## src/rtl/qbus_pkg.sv

```systemverilog
// Shared Qbus types and timing defaults for the register slave and the DMA master.
package qbus_pkg;

  typedef enum logic [3:0] {
    S_IDLE, S_REQ, S_WAITBUS, S_ADDR, S_ASYNC, S_DATA, S_WREPLY, S_WEND, S_DONE
  } qstate_e;

  localparam logic [8:0] IOPAGE_TOP = 9'o777;

  localparam int T_SETUP_DEF  = 4;
  localparam int T_HOLD_DEF   = 2;
  localparam int T_DESKEW_DEF = 2;
  localparam int TIMEOUT_DEF  = 1000;

  typedef struct packed {
    logic        write;
    logic        bmode;
    logic [21:0] addr;
    logic [15:0] wdata;
  } qcmd_t;

  function automatic logic is_iopage(input logic [21:0] a);
    return a[21:13] == IOPAGE_TOP;
  endfunction

endpackage

```

## src/rtl/qbus_dma_master_if.sv

```systemverilog
// Command/response and Qbus pin bundle for the DMA master.
interface qbus_dma_master_if;
  logic        cmd_valid, cmd_ready, cmd_write, cmd_byte;
  logic [21:0] cmd_addr;
  logic [15:0] cmd_wdata;
  logic        rsp_valid, rsp_error;
  logic [15:0] rsp_rdata;
  logic [21:0] BDALf_IN, BDALf_OUT, BDALf_OE;
  logic        Outbound;
  logic        BRPLYf, BDMGIf, BSYNCf, BINITf;
  logic        BSYNCg, BDINg, BDOUTg, BWTBTg, BBS7g, BDMRg, BSACKg, BDMGOg;

  modport master (
    input  cmd_valid, cmd_write, cmd_byte, cmd_addr, cmd_wdata,
           BDALf_IN, BRPLYf, BDMGIf, BSYNCf, BINITf,
    output cmd_ready, rsp_valid, rsp_rdata, rsp_error,
           BDALf_OUT, BDALf_OE, Outbound,
           BSYNCg, BDINg, BDOUTg, BWTBTg, BBS7g, BDMRg, BSACKg, BDMGOg
  );

  modport slave (
    output cmd_valid, cmd_write, cmd_byte, cmd_addr, cmd_wdata,
           BDALf_IN, BRPLYf, BDMGIf, BSYNCf, BINITf,
    input  cmd_ready, rsp_valid, rsp_rdata, rsp_error,
           BDALf_OUT, BDALf_OE, Outbound,
           BSYNCg, BDINg, BDOUTg, BWTBTg, BBS7g, BDMRg, BSACKg, BDMGOg
  );
endinterface

```

## src/rtl/qbus_sync.sv

```systemverilog
// Parameterised 2-flop synchronizer; resets to the line's deasserted level.
module qbus_sync #(
  parameter int   W       = 1,
  parameter logic RST_VAL = 1'b1
) (
  input  logic         clock,
  input  logic         RSTN,
  input  logic [W-1:0] d,
  output logic [W-1:0] q
);
  logic [W-1:0] s1, s2;

  always_ff @(posedge clock or negedge RSTN) begin
    if (!RSTN) begin
      s1 <= {W{RST_VAL}};
      s2 <= {W{RST_VAL}};
    end else begin
      s1 <= d;
      s2 <= s1;
    end
  end

  assign q = s2;
endmodule

```

## src/rtl/qbus_dma_master.sv

```systemverilog
// Qbus DMA master: one DATI/DATO per bus grant, with grant daisy-chain pass-through and timeout/BINIT abort.
module qbus_dma_master
  import qbus_pkg::*;
#(
  parameter int T_SETUP  = T_SETUP_DEF,
  parameter int T_HOLD   = T_HOLD_DEF,
  parameter int T_DESKEW = T_DESKEW_DEF,
  parameter int TIMEOUT  = TIMEOUT_DEF
) (
  input logic              clock,
  input logic              RSTN,
  qbus_dma_master_if.master bus
);
  localparam int CW = $clog2(TIMEOUT + T_HOLD + T_SETUP + T_DESKEW + 1);
  localparam logic [CW-1:0] SETUP_LAST  = CW'(T_SETUP - 1);
  localparam logic [CW-1:0] HOLD_N      = CW'(T_HOLD);
  localparam logic [CW-1:0] DATO_LAST   = CW'(T_HOLD + T_SETUP - 1);
  localparam logic [CW-1:0] DATI_LAST   = CW'(T_HOLD);
  localparam logic [CW-1:0] DESKEW_LAST = CW'(T_DESKEW - 1);
  localparam logic [CW-1:0] TO_LAST     = CW'(TIMEOUT - 1);
  localparam logic [CW-1:0] CNT_MAX     = '1;

  // Bus receivers are active low; everything past the synchronizer is true = asserted.
  logic [3:0]  ctl_s;
  logic [15:0] bdal_s;
  logic        sBRPLY, sBDMGI, sBSYNC, sBINIT;
  logic        unused_bdal;

  qbus_sync #(.W(4), .RST_VAL(1'b1)) u_sync_ctl (
    .clock(clock), .RSTN(RSTN),
    .d({bus.BINITf, bus.BSYNCf, bus.BDMGIf, bus.BRPLYf}), .q(ctl_s)
  );
  qbus_sync #(.W(16), .RST_VAL(1'b1)) u_sync_bdal (
    .clock(clock), .RSTN(RSTN), .d(bus.BDALf_IN[15:0]), .q(bdal_s)
  );

  assign {sBINIT, sBSYNC, sBDMGI, sBRPLY} = ~ctl_s;
  assign unused_bdal = ^bus.BDALf_IN[21:16];

  qstate_e       state_q, state_d;
  logic [CW-1:0] cnt_q;
  qcmd_t         cmd_q;
  logic          err_q, rply_q;
  logic [15:0]   rdata_q;
  logic          accept, abort, cnt_clr, rply_set, cap, tmo;

  assign accept = (state_q == S_IDLE) && bus.cmd_valid && !sBINIT;
  assign tmo    = (cnt_q == TO_LAST);

  always_comb begin
    state_d  = state_q;
    abort    = 1'b0;
    cnt_clr  = 1'b0;
    rply_set = 1'b0;
    cap      = 1'b0;
    unique case (state_q)
      S_IDLE:    if (accept) state_d = S_REQ;
      S_REQ:     if (sBDMGI) state_d = S_WAITBUS; else if (tmo) abort = 1'b1;
      S_WAITBUS: if (!sBSYNC && !sBRPLY) state_d = S_ADDR;
      S_ADDR:    if (cnt_q == SETUP_LAST) state_d = S_ASYNC;
      S_ASYNC:   if (cnt_q == (cmd_q.write ? DATO_LAST : DATI_LAST)) state_d = S_DATA;
      S_DATA: begin
        // DATI keeps BDIN up for the deskew window after reply, then latches the bus.
        if (rply_q) begin
          if (cnt_q == DESKEW_LAST) begin
            cap     = 1'b1;
            state_d = S_WREPLY;
          end
        end else if (sBRPLY) begin
          if (cmd_q.write) state_d = S_WREPLY;
          else begin
            rply_set = 1'b1;
            cnt_clr  = 1'b1;
          end
        end else if (tmo) abort = 1'b1;
      end
      S_WREPLY:  if (!sBRPLY) state_d = S_WEND; else if (tmo) abort = 1'b1;
      S_WEND:    state_d = S_DONE;
      S_DONE:    state_d = S_IDLE;
      default:   state_d = S_IDLE;
    endcase
    if (sBINIT && state_q != S_IDLE && state_q != S_DONE) abort = 1'b1;
    if (abort) state_d = S_DONE;
  end

  always_ff @(posedge clock or negedge RSTN) begin
    if (!RSTN) begin
      state_q <= S_IDLE;
      cnt_q   <= '0;
      cmd_q   <= '0;
      err_q   <= 1'b0;
      rply_q  <= 1'b0;
      rdata_q <= '0;
    end else begin
      state_q <= state_d;
      if (state_d != state_q || cnt_clr) cnt_q <= '0;
      else if (cnt_q != CNT_MAX)         cnt_q <= cnt_q + CW'(1);
      if (accept) begin
        cmd_q <= '{write: bus.cmd_write, bmode: bus.cmd_byte,
                   addr: bus.cmd_addr, wdata: bus.cmd_wdata};
        err_q <= 1'b0;
      end
      if (abort) err_q <= 1'b1;
      rply_q <= (state_d == S_DATA) && (rply_q || rply_set);
      if (cap) rdata_q <= ~bdal_s;
    end
  end

  // Bus drives decode from state only, so async reset or an abort drops every line together.
  logic drv_addr, drv_data;
  logic g_sync, g_din, g_dout, g_wtbt, g_bs7, g_dmr, g_sack;

  always_comb begin
    drv_addr = 1'b0;
    drv_data = 1'b0;
    g_sync   = 1'b0;
    g_din    = 1'b0;
    g_dout   = 1'b0;
    g_wtbt   = 1'b0;
    g_bs7    = 1'b0;
    g_dmr    = 1'b0;
    g_sack   = 1'b0;
    unique case (state_q)
      S_REQ, S_WAITBUS: g_dmr = 1'b1;
      S_ADDR: begin
        g_sack   = 1'b1;
        drv_addr = 1'b1;
        g_bs7    = is_iopage(cmd_q.addr);
        g_wtbt   = cmd_q.write;
      end
      S_ASYNC: begin
        g_sack = 1'b1;
        g_sync = 1'b1;
        g_wtbt = cmd_q.write & cmd_q.bmode;
        if (cnt_q < HOLD_N) drv_addr = 1'b1;
        else                drv_data = cmd_q.write;
      end
      S_DATA: begin
        g_sack   = 1'b1;
        g_sync   = 1'b1;
        g_wtbt   = cmd_q.write & cmd_q.bmode;
        drv_data = cmd_q.write;
        g_din    = !cmd_q.write;
        g_dout   = cmd_q.write;
      end
      S_WREPLY: begin
        g_sack   = 1'b1;
        g_sync   = 1'b1;
        g_wtbt   = cmd_q.write & cmd_q.bmode;
        drv_data = cmd_q.write;
      end
      default: ;
    endcase
  end

  assign bus.BDALf_OUT = drv_addr ? cmd_q.addr : (drv_data ? {6'b0, cmd_q.wdata} : '0);
  assign bus.BDALf_OE  = {22{drv_addr | drv_data}};
  assign bus.Outbound  = drv_addr | drv_data;
  assign bus.BSYNCg    = g_sync;
  assign bus.BDINg     = g_din;
  assign bus.BDOUTg    = g_dout;
  assign bus.BWTBTg    = g_wtbt;
  assign bus.BBS7g     = g_bs7;
  assign bus.BDMRg     = g_dmr;
  assign bus.BSACKg    = g_sack;
  assign bus.BDMGOg    = sBDMGI && (state_q == S_IDLE);

  assign bus.cmd_ready = (state_q == S_IDLE) && !sBINIT;
  assign bus.rsp_valid = (state_q == S_DONE);
  assign bus.rsp_error = (state_q == S_DONE) && err_q;
  assign bus.rsp_rdata = rdata_q;

endmodule

```

## src/flat_wrapper.sv

```systemverilog
// flat-port wrapper written by rule: the top's interface ports become plain ports
module qbus_dma_master_flat import qbus_pkg::*;
#(
  parameter int T_SETUP  = T_SETUP_DEF,
  parameter int T_HOLD   = T_HOLD_DEF,
  parameter int T_DESKEW = T_DESKEW_DEF,
  parameter int TIMEOUT  = TIMEOUT_DEF
)
  (clock, RSTN, bus_cmd_valid, bus_cmd_write, bus_cmd_byte, bus_cmd_addr, bus_cmd_wdata, bus_BDALf_IN, bus_BRPLYf, bus_BDMGIf, bus_BSYNCf, bus_BINITf, bus_cmd_ready, bus_rsp_valid, bus_rsp_rdata, bus_rsp_error, bus_BDALf_OUT, bus_BDALf_OE, bus_Outbound, bus_BSYNCg, bus_BDINg, bus_BDOUTg, bus_BWTBTg, bus_BBS7g, bus_BDMRg, bus_BSACKg, bus_BDMGOg);
  qbus_dma_master_if bus_i ();
  input logic clock;
  input logic RSTN;
  input wire logic [$bits(bus_i.cmd_valid)-1:0] bus_cmd_valid;
  input wire logic [$bits(bus_i.cmd_write)-1:0] bus_cmd_write;
  input wire logic [$bits(bus_i.cmd_byte)-1:0] bus_cmd_byte;
  input wire logic [$bits(bus_i.cmd_addr)-1:0] bus_cmd_addr;
  input wire logic [$bits(bus_i.cmd_wdata)-1:0] bus_cmd_wdata;
  input wire logic [$bits(bus_i.BDALf_IN)-1:0] bus_BDALf_IN;
  input wire logic [$bits(bus_i.BRPLYf)-1:0] bus_BRPLYf;
  input wire logic [$bits(bus_i.BDMGIf)-1:0] bus_BDMGIf;
  input wire logic [$bits(bus_i.BSYNCf)-1:0] bus_BSYNCf;
  input wire logic [$bits(bus_i.BINITf)-1:0] bus_BINITf;
  output wire logic [$bits(bus_i.cmd_ready)-1:0] bus_cmd_ready;
  output wire logic [$bits(bus_i.rsp_valid)-1:0] bus_rsp_valid;
  output wire logic [$bits(bus_i.rsp_rdata)-1:0] bus_rsp_rdata;
  output wire logic [$bits(bus_i.rsp_error)-1:0] bus_rsp_error;
  output wire logic [$bits(bus_i.BDALf_OUT)-1:0] bus_BDALf_OUT;
  output wire logic [$bits(bus_i.BDALf_OE)-1:0] bus_BDALf_OE;
  output wire logic [$bits(bus_i.Outbound)-1:0] bus_Outbound;
  output wire logic [$bits(bus_i.BSYNCg)-1:0] bus_BSYNCg;
  output wire logic [$bits(bus_i.BDINg)-1:0] bus_BDINg;
  output wire logic [$bits(bus_i.BDOUTg)-1:0] bus_BDOUTg;
  output wire logic [$bits(bus_i.BWTBTg)-1:0] bus_BWTBTg;
  output wire logic [$bits(bus_i.BBS7g)-1:0] bus_BBS7g;
  output wire logic [$bits(bus_i.BDMRg)-1:0] bus_BDMRg;
  output wire logic [$bits(bus_i.BSACKg)-1:0] bus_BSACKg;
  output wire logic [$bits(bus_i.BDMGOg)-1:0] bus_BDMGOg;
  assign bus_i.cmd_valid = bus_cmd_valid;
  assign bus_i.cmd_write = bus_cmd_write;
  assign bus_i.cmd_byte = bus_cmd_byte;
  assign bus_i.cmd_addr = bus_cmd_addr;
  assign bus_i.cmd_wdata = bus_cmd_wdata;
  assign bus_i.BDALf_IN = bus_BDALf_IN;
  assign bus_i.BRPLYf = bus_BRPLYf;
  assign bus_i.BDMGIf = bus_BDMGIf;
  assign bus_i.BSYNCf = bus_BSYNCf;
  assign bus_i.BINITf = bus_BINITf;
  assign bus_cmd_ready = bus_i.cmd_ready;
  assign bus_rsp_valid = bus_i.rsp_valid;
  assign bus_rsp_rdata = bus_i.rsp_rdata;
  assign bus_rsp_error = bus_i.rsp_error;
  assign bus_BDALf_OUT = bus_i.BDALf_OUT;
  assign bus_BDALf_OE = bus_i.BDALf_OE;
  assign bus_Outbound = bus_i.Outbound;
  assign bus_BSYNCg = bus_i.BSYNCg;
  assign bus_BDINg = bus_i.BDINg;
  assign bus_BDOUTg = bus_i.BDOUTg;
  assign bus_BWTBTg = bus_i.BWTBTg;
  assign bus_BBS7g = bus_i.BBS7g;
  assign bus_BDMRg = bus_i.BDMRg;
  assign bus_BSACKg = bus_i.BSACKg;
  assign bus_BDMGOg = bus_i.BDMGOg;
  qbus_dma_master #(.T_SETUP(T_SETUP), .T_HOLD(T_HOLD), .T_DESKEW(T_DESKEW), .TIMEOUT(TIMEOUT)) u_core (.clock(clock), .RSTN(RSTN), .bus(bus_i));
endmodule
```

## config.mk

```make
export PLATFORM = sky130hd
export DESIGN_NAME = qbus_dma_master_flat
export DESIGN_NICKNAME = d
export VERILOG_FILES = /design/src/rtl/qbus_pkg.sv /design/src/rtl/qbus_dma_master_if.sv /design/src/rtl/qbus_sync.sv /design/src/rtl/qbus_dma_master.sv /design/src/flat_wrapper.sv
export SDC_FILE = /design/constraint.sdc
export NUM_CORES = 1
export LEC_CHECK = 0
export BUFFER_PORTS_ARGS = -buffer_cell sky130_fd_sc_hd__buf_4
export CAP_MARGIN = 20
export CORE_ASPECT_RATIO = 1.5
export CORE_MARGIN = 2
export CORE_UTILIZATION = 35
export DETAILED_ROUTE_END_ITERATION = 7
export HOLD_SLACK_MARGIN = 0.03
export PLACE_DENSITY_LB_ADDON = 0.15
export SYNTH_ARGS = -nofsm -noshare
export SYNTH_HDL_FRONTEND = slang
export SYNTH_SLANG_ARGS = --single-unit
```

## constraint.sdc

```tcl
create_clock -name clock -period 4.5 [get_ports clock]
set_clock_uncertainty 0.2 [all_clocks]
set_input_delay 0.9 -clock clock [delete_from_list [all_inputs] [get_ports clock]]
set_output_delay 0.9 -clock clock [all_outputs]
set_load 0.01 [all_outputs]
```

==> results of run 1 <==
[worst max-delay path by stage]
stage,to,slack (ns),depth (start not counted)
final,bus_BDALf_OUT[11],0.24,7
after global routing,bus_BDALf_OE[17],0.08,7
after CTS,bus_BDALf_OUT[11],0.12,7
after floorplan,bus_BDALf_OE[0],0.38,8
after global placement,bus_BDALf_OUT[4],0.54,7
after detailed placement,bus_BDALf_OUT[11],0.49,7
[cell families after synthesis]
group | after synthesis
compound gates | 45
mux | 57
fa+ha+maj | 2
simple gates | 126
xor+xnor | 6
flops | 112
buf+inv | 48
[per-layer routing]
metal | up-vias | global-route usage | share of wire
met5 | - | 0 | 0
met4 | 0 | 0.0514 | 0.015
met3 | 13 | 0.0407 | 0.053
met2 | 94 | 0.254 | 0.54
met1 | 1599 | 0.176 | 0.39
li1 | 1588 | - | -
[Yosys cell counts, types with 3 or more instances]
| cell type | count |
|---|---|
| a211oi_1 | 3 |
| mux2i_1 | 17 |
| nand3_1 | 7 |
| nor4b_1 | 3 |
| a21oi_1 | 3 |
| buf_4 | 22 |
| nand2_1 | 28 |
| dfstp_2 | 40 |
| inv_1 | 6 |
| nand4_1 | 3 |
| or3_1 | 3 |
| xor2_1 | 3 |
| clkbuf_1 | 16 |
| nand2b_1 | 3 |
| nor3_1 | 18 |
| buf_2 | 3 |
| o21ai_0 | 20 |
| mux2_2 | 40 |
| and2_1 | 9 |
| nor2b_1 | 4 |
| or4_1 | 3 |
| nor4_1 | 7 |
| dfrtp_1 | 72 |
| nor2_1 | 25 |
| xnor2_1 | 3 |
[final cells by class]
type / count / area [sq um]
Fill cell: 1252 / 7310
Inverter: 6 / 22.5
Multi-Input combinational cell: 236 / 1690
Tap cell: 162 / 203
Timing Repair Buffer: 144 / 1080
Clock buffer: 11 / 264
Clock inverter: 5 / 51.3
Sequential cell: 112 / 2850
[cells in the final DEF, fill, tap and decap left out, types with 2 or more instances in the layout]
cell type,count
buf_4,143
dfrtp_1,72
mux2_2,40
dfstp_2,40
nand2_1,28
nor2_1,25
o21ai_0,20
nor3_1,18
mux2i_1,17
clkbuf_16,10
and2_1,9
nor4_1,7
inv_1,6
nand3_1,6
nor2b_1,4
nor4b_1,3
nand2b_1,3
a211oi_1,3
or3_1,3
or4_1,3
nand4_1,3
a21oi_1,3
xor2_1,3
xnor2_1,3
inv_8,3
or2_2,2
nor3b_1,2
a2bb2oi_1,2
nand4bb_1,2
a31oi_1,2
a211o_1,2
a21o_1,2
ha_1,2
[state kept, by name, summed over array words and instances (netlist names)]
register               count
u_core.bus.rsp_rdata      16
u_core.cmd_q              40
u_core.cnt_q              10
u_core.err_q               1
u_core.rply_q              1
u_core.state_q             4
u_core.u_sync_bdal.q      16
u_core.u_sync_bdal.s1     16
u_core.u_sync_ctl.q        4
u_core.u_sync_ctl.s1       4
[timing repair]
action,CTS,global route
resized for setup,0,1
hold buffers,0,0
hold endpoints to repair,0,0
setup endpoints to repair,0,23
[report_power, final]
part	switching, mW	internal (mW)	total [mW]
Sequential	0.168	1.25	1.42
Combinational	0.495	0.553	1.05
Clock	0.375	0.440	0.814
Total	1.04	2.24	3.28
==> impl_metrics.csv, run 1 <==
group,metric,value,unit
yosys,synthCells,396,
yosys,yosys-top-cells-area,"dfrtp_1 37%, dfstp_2 22%, mux2_2 9.4%, mux2i_1 3.5%, buf_4 3.4%",
die,die_w,99.7,um
yosys,synthSimpleGateAreaFrac,0.141,
yosys,yosysWarnings,0,
cts,cts_buffers,9,
yosys,synth_nets,467,
cts,clkTransAtPathRegs,0.08,ns
yosys,synth_top_area_frac,0.375,
finish,final_nets,580,
timing,clock.fmax,0.234,GHz
grt,grt_use_total,0.147,
place,preCtsSetupSlack,0.491,ns
place,hpwlAfterDp,7.52,mm
critical_path,cp-end-kind,"output pin",
run_status,status,"complete, no violations",
cts,cts.root.buffer_cell,"clkbuf_16",
cts,cts_tree,"built",
timing,report.final.slew_viol_count,0,
route,wl_per_cell,15.4,um
critical_path,crit_chain,"or4_4 > or4_1 > or3_1 > a311o_2 > buf_4 > nor2_1 > buf_4",
die,row_count,52,
yosys,synth-seq-cells,112,
yosys,synth_fa_ha_area_frac,0.00521,
grt,grt_max_degree,56,
timing,postLayoutSetupSlackWorst,0.235,ns
cts,cts_buffer_depth,2,
min_path,hp-class,"register to register",
yosys,synth_mux_area_frac,0.129,
timing,fin_setup_tns,0,ns
timing,fin_crit,4.26,ns
cts,cts_setup_buffers,0,
place,dp_cells,659,
critical_path,crit_path_top_delay_cell,"or4_4",
critical_path,cpPeakStageDelay,0.57,ns
critical_path,rr_worst_depth,7,
yosys,yosys.area.top_type,"dfrtp_1",
yosys,synth_area,4810,sq um
critical_path,setup.worst_path.start_class,"register",
route,drc,0,
timing,maxSlewHeadroom,0.420,
grt,grt_pass1_wl,17.1,mm
die,initial_core_util,0.357,
yosys,syn_area_per_cell,12.1,sq um
timing,worst_slew_pin_slew,0.867,ns
yosys,synth_compound_area_frac,0.0632,
place,finalWeightedCongestion,0.854,
min_path,min_path_cells,0,
route,drtIter0Drc,142,
cts,cts.htree.levels,3,
critical_path,arrival,3.16,ns
finish,antenna_cells,0,
place,port_buffers,134,
finish,final_cells,676,
power,power_density,532,nW/um^2
die,die_y,148,um
place,placed_area,5840,sq um
yosys,ys_seq_area_frac,0.593,
timing,holdWs,0.151,ns
finish,final_util,0.458,
die,core-area,13500,sq um
min_path,whs_endpoint,"u_core.u_sync_bdal.q[12]",
yosys,synth_edf_count,0,
grt,grt-ovfl-total,0,
die,die-area,14700,sq um
route,dr.pass1.iters,5,
timing,rsz0062_at_grt,"no",
finish,drive_above_1_share,0.484,
die,num_io_pins,141,
critical_path,cp.required,3.40,ns
yosys,ys.flop_type,"dfrtp_1",
critical_path,r2r-start,"u_core.cnt_q[0]",
yosys,yosys.area_share.xor_xnor,0.0109,
finish,syn_to_final_growth,28.2,%
finish,final_cell_area,6160,sq um
critical_path,critPathTopFamily,"simple AND/OR/NAND/NOR gates",
critical_path,r2r_slack,1.19,ns
cts,clock_latency,0.34,ns
grt,grt_pass1_vias,3394,
route,routed_wl,10.4,mm
route,vias,3294,
flow_run,maxCapViolations,0,
critical_path,critPathLaunch,"u_core.cnt_q[3]",
yosys,async_flop_share,1.00,
power,p_leak,2.81,nW
yosys,synth_top_family_by_area,"simple AND/OR/NAND/NOR gates",
critical_path,r2r_end,"u_core.cnt_q[3]",
route,vias_per_cell,4.87,
timing,period_share,0.948,
grt,grt_antenna_before_repair,0,
power,fin_total_pwr,3.28,mW
critical_path,cp_num_buf_inv,2,
yosys,ys_types,52,
min_path,hold_start,"u_core.u_sync_bdal.s1[12]",
critical_path,cp_max_fo,11,
cts,clkSinkCount,112,
critical_path,crit_type,"register to output pin",
power,vdd_drop_max,0.267,mV
critical_path,cp_common_cell,"buf_4",
timing,finalHoldViolations,0,
route,ant_nets,0,
timing,setup_viol,0,
(Power assumes the default switching activity.)
==> inputs of run 2 (changes only) <==
Settings changed: SYNTH_HIERARCHICAL set to 1.
==> impl_metrics.csv, run 2 <==
group,metric,value,unit
cts,cts.hold.buffers_added,0,
yosys,synth-seq-cells,112,
die,row_count,52,
finish,largest-register,"u_core/cmd_q",
route,wl_per_cell,15.7,um
power,vdd_drop_max,0.263,mV
power,fin_total_pwr,3.02,mW
place,finalWeightedCongestion,0.795,
critical_path,arrival,2.57,ns
grt,grt-ovfl-total,0,
place,port_buffers,134,
yosys,ys_types,54,
route,ant_nets,0,
die,die_w,99.3,um
critical_path,setup.worst_path.start_class,"register",
timing,worst_slew_pin_slew,0.992,ns
timing,setup_viol,0,
yosys,async_flop_share,1.00,
cts,cts_tree,"built",
die,die_y,147,um
timing,fin_setup_tns,0,ns
die,num_io_pins,141,
yosys,synthCells,377,
grt,grt_use_total,0.142,
timing,finalHoldViolations,0,
route,dr.pass1.iters,4,
finish,drive_above_1_share,0.509,
flow_run,maxCapViolations,0,
power,p_leak,2.76,nW
critical_path,cp.required,3.40,ns
route,drc,0,
die,core-area,13400,sq um
critical_path,r2r-start,"u_core/state_q[0]",
yosys,synth_nets,448,
power,power_density,495,nW/um^2
critical_path,rr_worst_depth,6,
timing,period_share,0.816,
min_path,hp-class,"register to register",
yosys,synth_most_common_cell,"dfrtp_1",
critical_path,crit_type,"register to output pin",
power,power.clock.fraction,0.260,
yosys,ys.flop_type,"dfrtp_1",
power,internal_power,2.08,mW
critical_path,r2r_end,"u_core/cnt_q[2]",
place,dp_cells,640,
finish,syn_to_final_growth,28.2,%
timing,report.final.slew_viol_count,0,
cts,clkTransAtPathRegs,0.07,ns
yosys,yosysWarnings,6,
yosys,ys_seq_area_frac,0.599,
critical_path,crit_path_end,"bus_BDALf_OUT[2]",
cts,cts_buffer_depth,2,
grt,grt_pass1_wl,16.4,mm
route,routed_wl,10.3,mm
timing,holdWs,0.156,ns
yosys,yosys-top-cells-count,"72 x dfrtp_1, 40 x dfstp_2, 40 x mux2_2, 26 x nand2_1, 24 x buf_4",
yosys,yosys-top-cells-area,"dfrtp_1 38%, dfstp_2 22%, mux2_2 9.5%, buf_4 3.8%, a22o_1 2.9%",
cts,cts.root.buffer_cell,"clkbuf_16",
route,drtIter0Drc,91,
timing,fin_crit,3.67,ns
finish,largest_reg_flops,40,
die,die-area,14600,sq um
timing,rsz0062_at_grt,"no",
cts,cts_setup_buffers,0,
cts,cts.htree.levels,3,
timing,maxSlewHeadroom,0.337,
grt,grt_pass1_vias,3306,
route,vias,3238,
run_status,status,"complete, no violations",
cts,clkSinkCount,112,
yosys,yosys.area.top_type,"dfrtp_1",
critical_path,cp_max_fo,20,
finish,layout_common_cells,"140 x buf_4, 72 x dfrtp_1, 40 x mux2_2, 40 x dfstp_2, 26 x nand2_1",
grt,grt_max_degree,82,
power,comb_power_share,0.275,
yosys,synth_edf_count,0,
finish,fillers,1263,
finish,layout_commonest_cell,"buf_4",
finish,antenna_cells,0,
yosys,synth_top_area_frac,0.378,
finish,final_nets,561,
die,initial_core_util,0.356,
yosys,syn_area_per_cell,12.6,sq um
yosys,synth_area,4770,sq um
critical_path,critPathLaunch,"u_core/cnt_q[3]",
critical_path,r2r_slack,1.55,ns
power,p_sw,944,uW
cts,cts_buffers,9,
power,p_seq_frac,0.465,
timing,clock.fmax,0.272,GHz
place,hpwlAfterDp,7.42,mm
cts,ctsResizeCount,0,
critical_path,cp-end-kind,"output pin",
finish,final_cells,657,
cts,clock_latency,0.35,ns
route,vias_per_cell,4.93,
grt,grt_antenna_before_repair,1,
power,switching_share,0.312,
## run 2: cell type report
type	instances	area [sq um]	area share
clock buffer	9	225	0.0369
clock inverter	7	73.8	0.0121
inverter	5	18.8	0.00307
multi-input combinational	221	1660	0.271
sequential	112	2850	0.467
tap	162	203	0.0332
timing repair buffer	141	1080	0.177
## run 2: logic make-up (layout without fill, tap and decap cells)
kind of cell	Yosys count	count (layout)	share of synthesized area
AO/OA/AOI/OAI	55	55	0.0885
buffers and inverters	44	162	0.0559
AND/OR/NAND/NOR	116	116	0.142
adder cells (fa/ha/maj)	2	2	0.00525
multiplexers	43	43	0.101
flip-flops	112	112	0.599
XOR/XNOR	5	5	0.00919
## run 2: how the worst min path moves through the flow
stage	start	end	slack [ns]	cells past startpoint
floorplan	u_core/u_sync_bdal/s1[0]	u_core/u_sync_bdal/q[0]	0.15	0
global placement	u_core/u_sync_bdal/s1[5]	u_core/u_sync_bdal/q[5]	0.15	0
detailed placement	u_core/u_sync_ctl/s1[1]	u_core/u_sync_ctl/q[1]	0.15	0
CTS	u_core/u_sync_bdal/s1[11]	u_core/u_sync_bdal/q[11]	0.16	0
global route	u_core/u_sync_bdal/s1[11]	u_core/u_sync_bdal/q[11]	0.16	0
finish	u_core/u_sync_bdal/s1[11]	u_core/u_sync_bdal/q[11]	0.16	0
## run 2: critical path, cell delays in order, from the launching register on
cell	delay, ns
dfrtp_1	0.45
nor4_2	0.46
and2_1	0.26
nand4_1	0.12
a21oi_2	0.30
buf_4	0.32
a22o_1	0.20
buf_4	0.12
## run 2: per-stage QoR
stage / worst slack, ns / cell area, sq um / utilization
after floorplan: 1.31 / 4770 / -
after global placement: 1.22 / 5780 / 0.431
after detailed placement: 1.20 / 5780 / 0.431
after CTS: 0.825 / 6080 / 0.454
after global routing: 0.594 / 6110 / 0.456
final: 0.826 / 6110 / 0.456
## run 2: layer usage
layer  up-vias  global-route usage  routed length [um]
met5         -                   0                  16
met1      1581               0.167                4140
met4         2              0.0596                 242
li1       1537                   -                   -
met2       100               0.243                5290
met3        18              0.0400                 628
## run 2: power groups by stage
| stage | logic [mW] | clock network (mW) | registers, mW |
|---|---|---|---|
| floorplan | 0.634 | 0 | 1.35 |
| detailed placement | 0.845 | 0 | 1.43 |
| CTS | 0.847 | 0.813 | 1.41 |
| global route | 0.908 | 0.851 | 1.44 |
| global placement | 0.828 | 0 | 1.42 |
| finish | 0.832 | 0.785 | 1.41 |
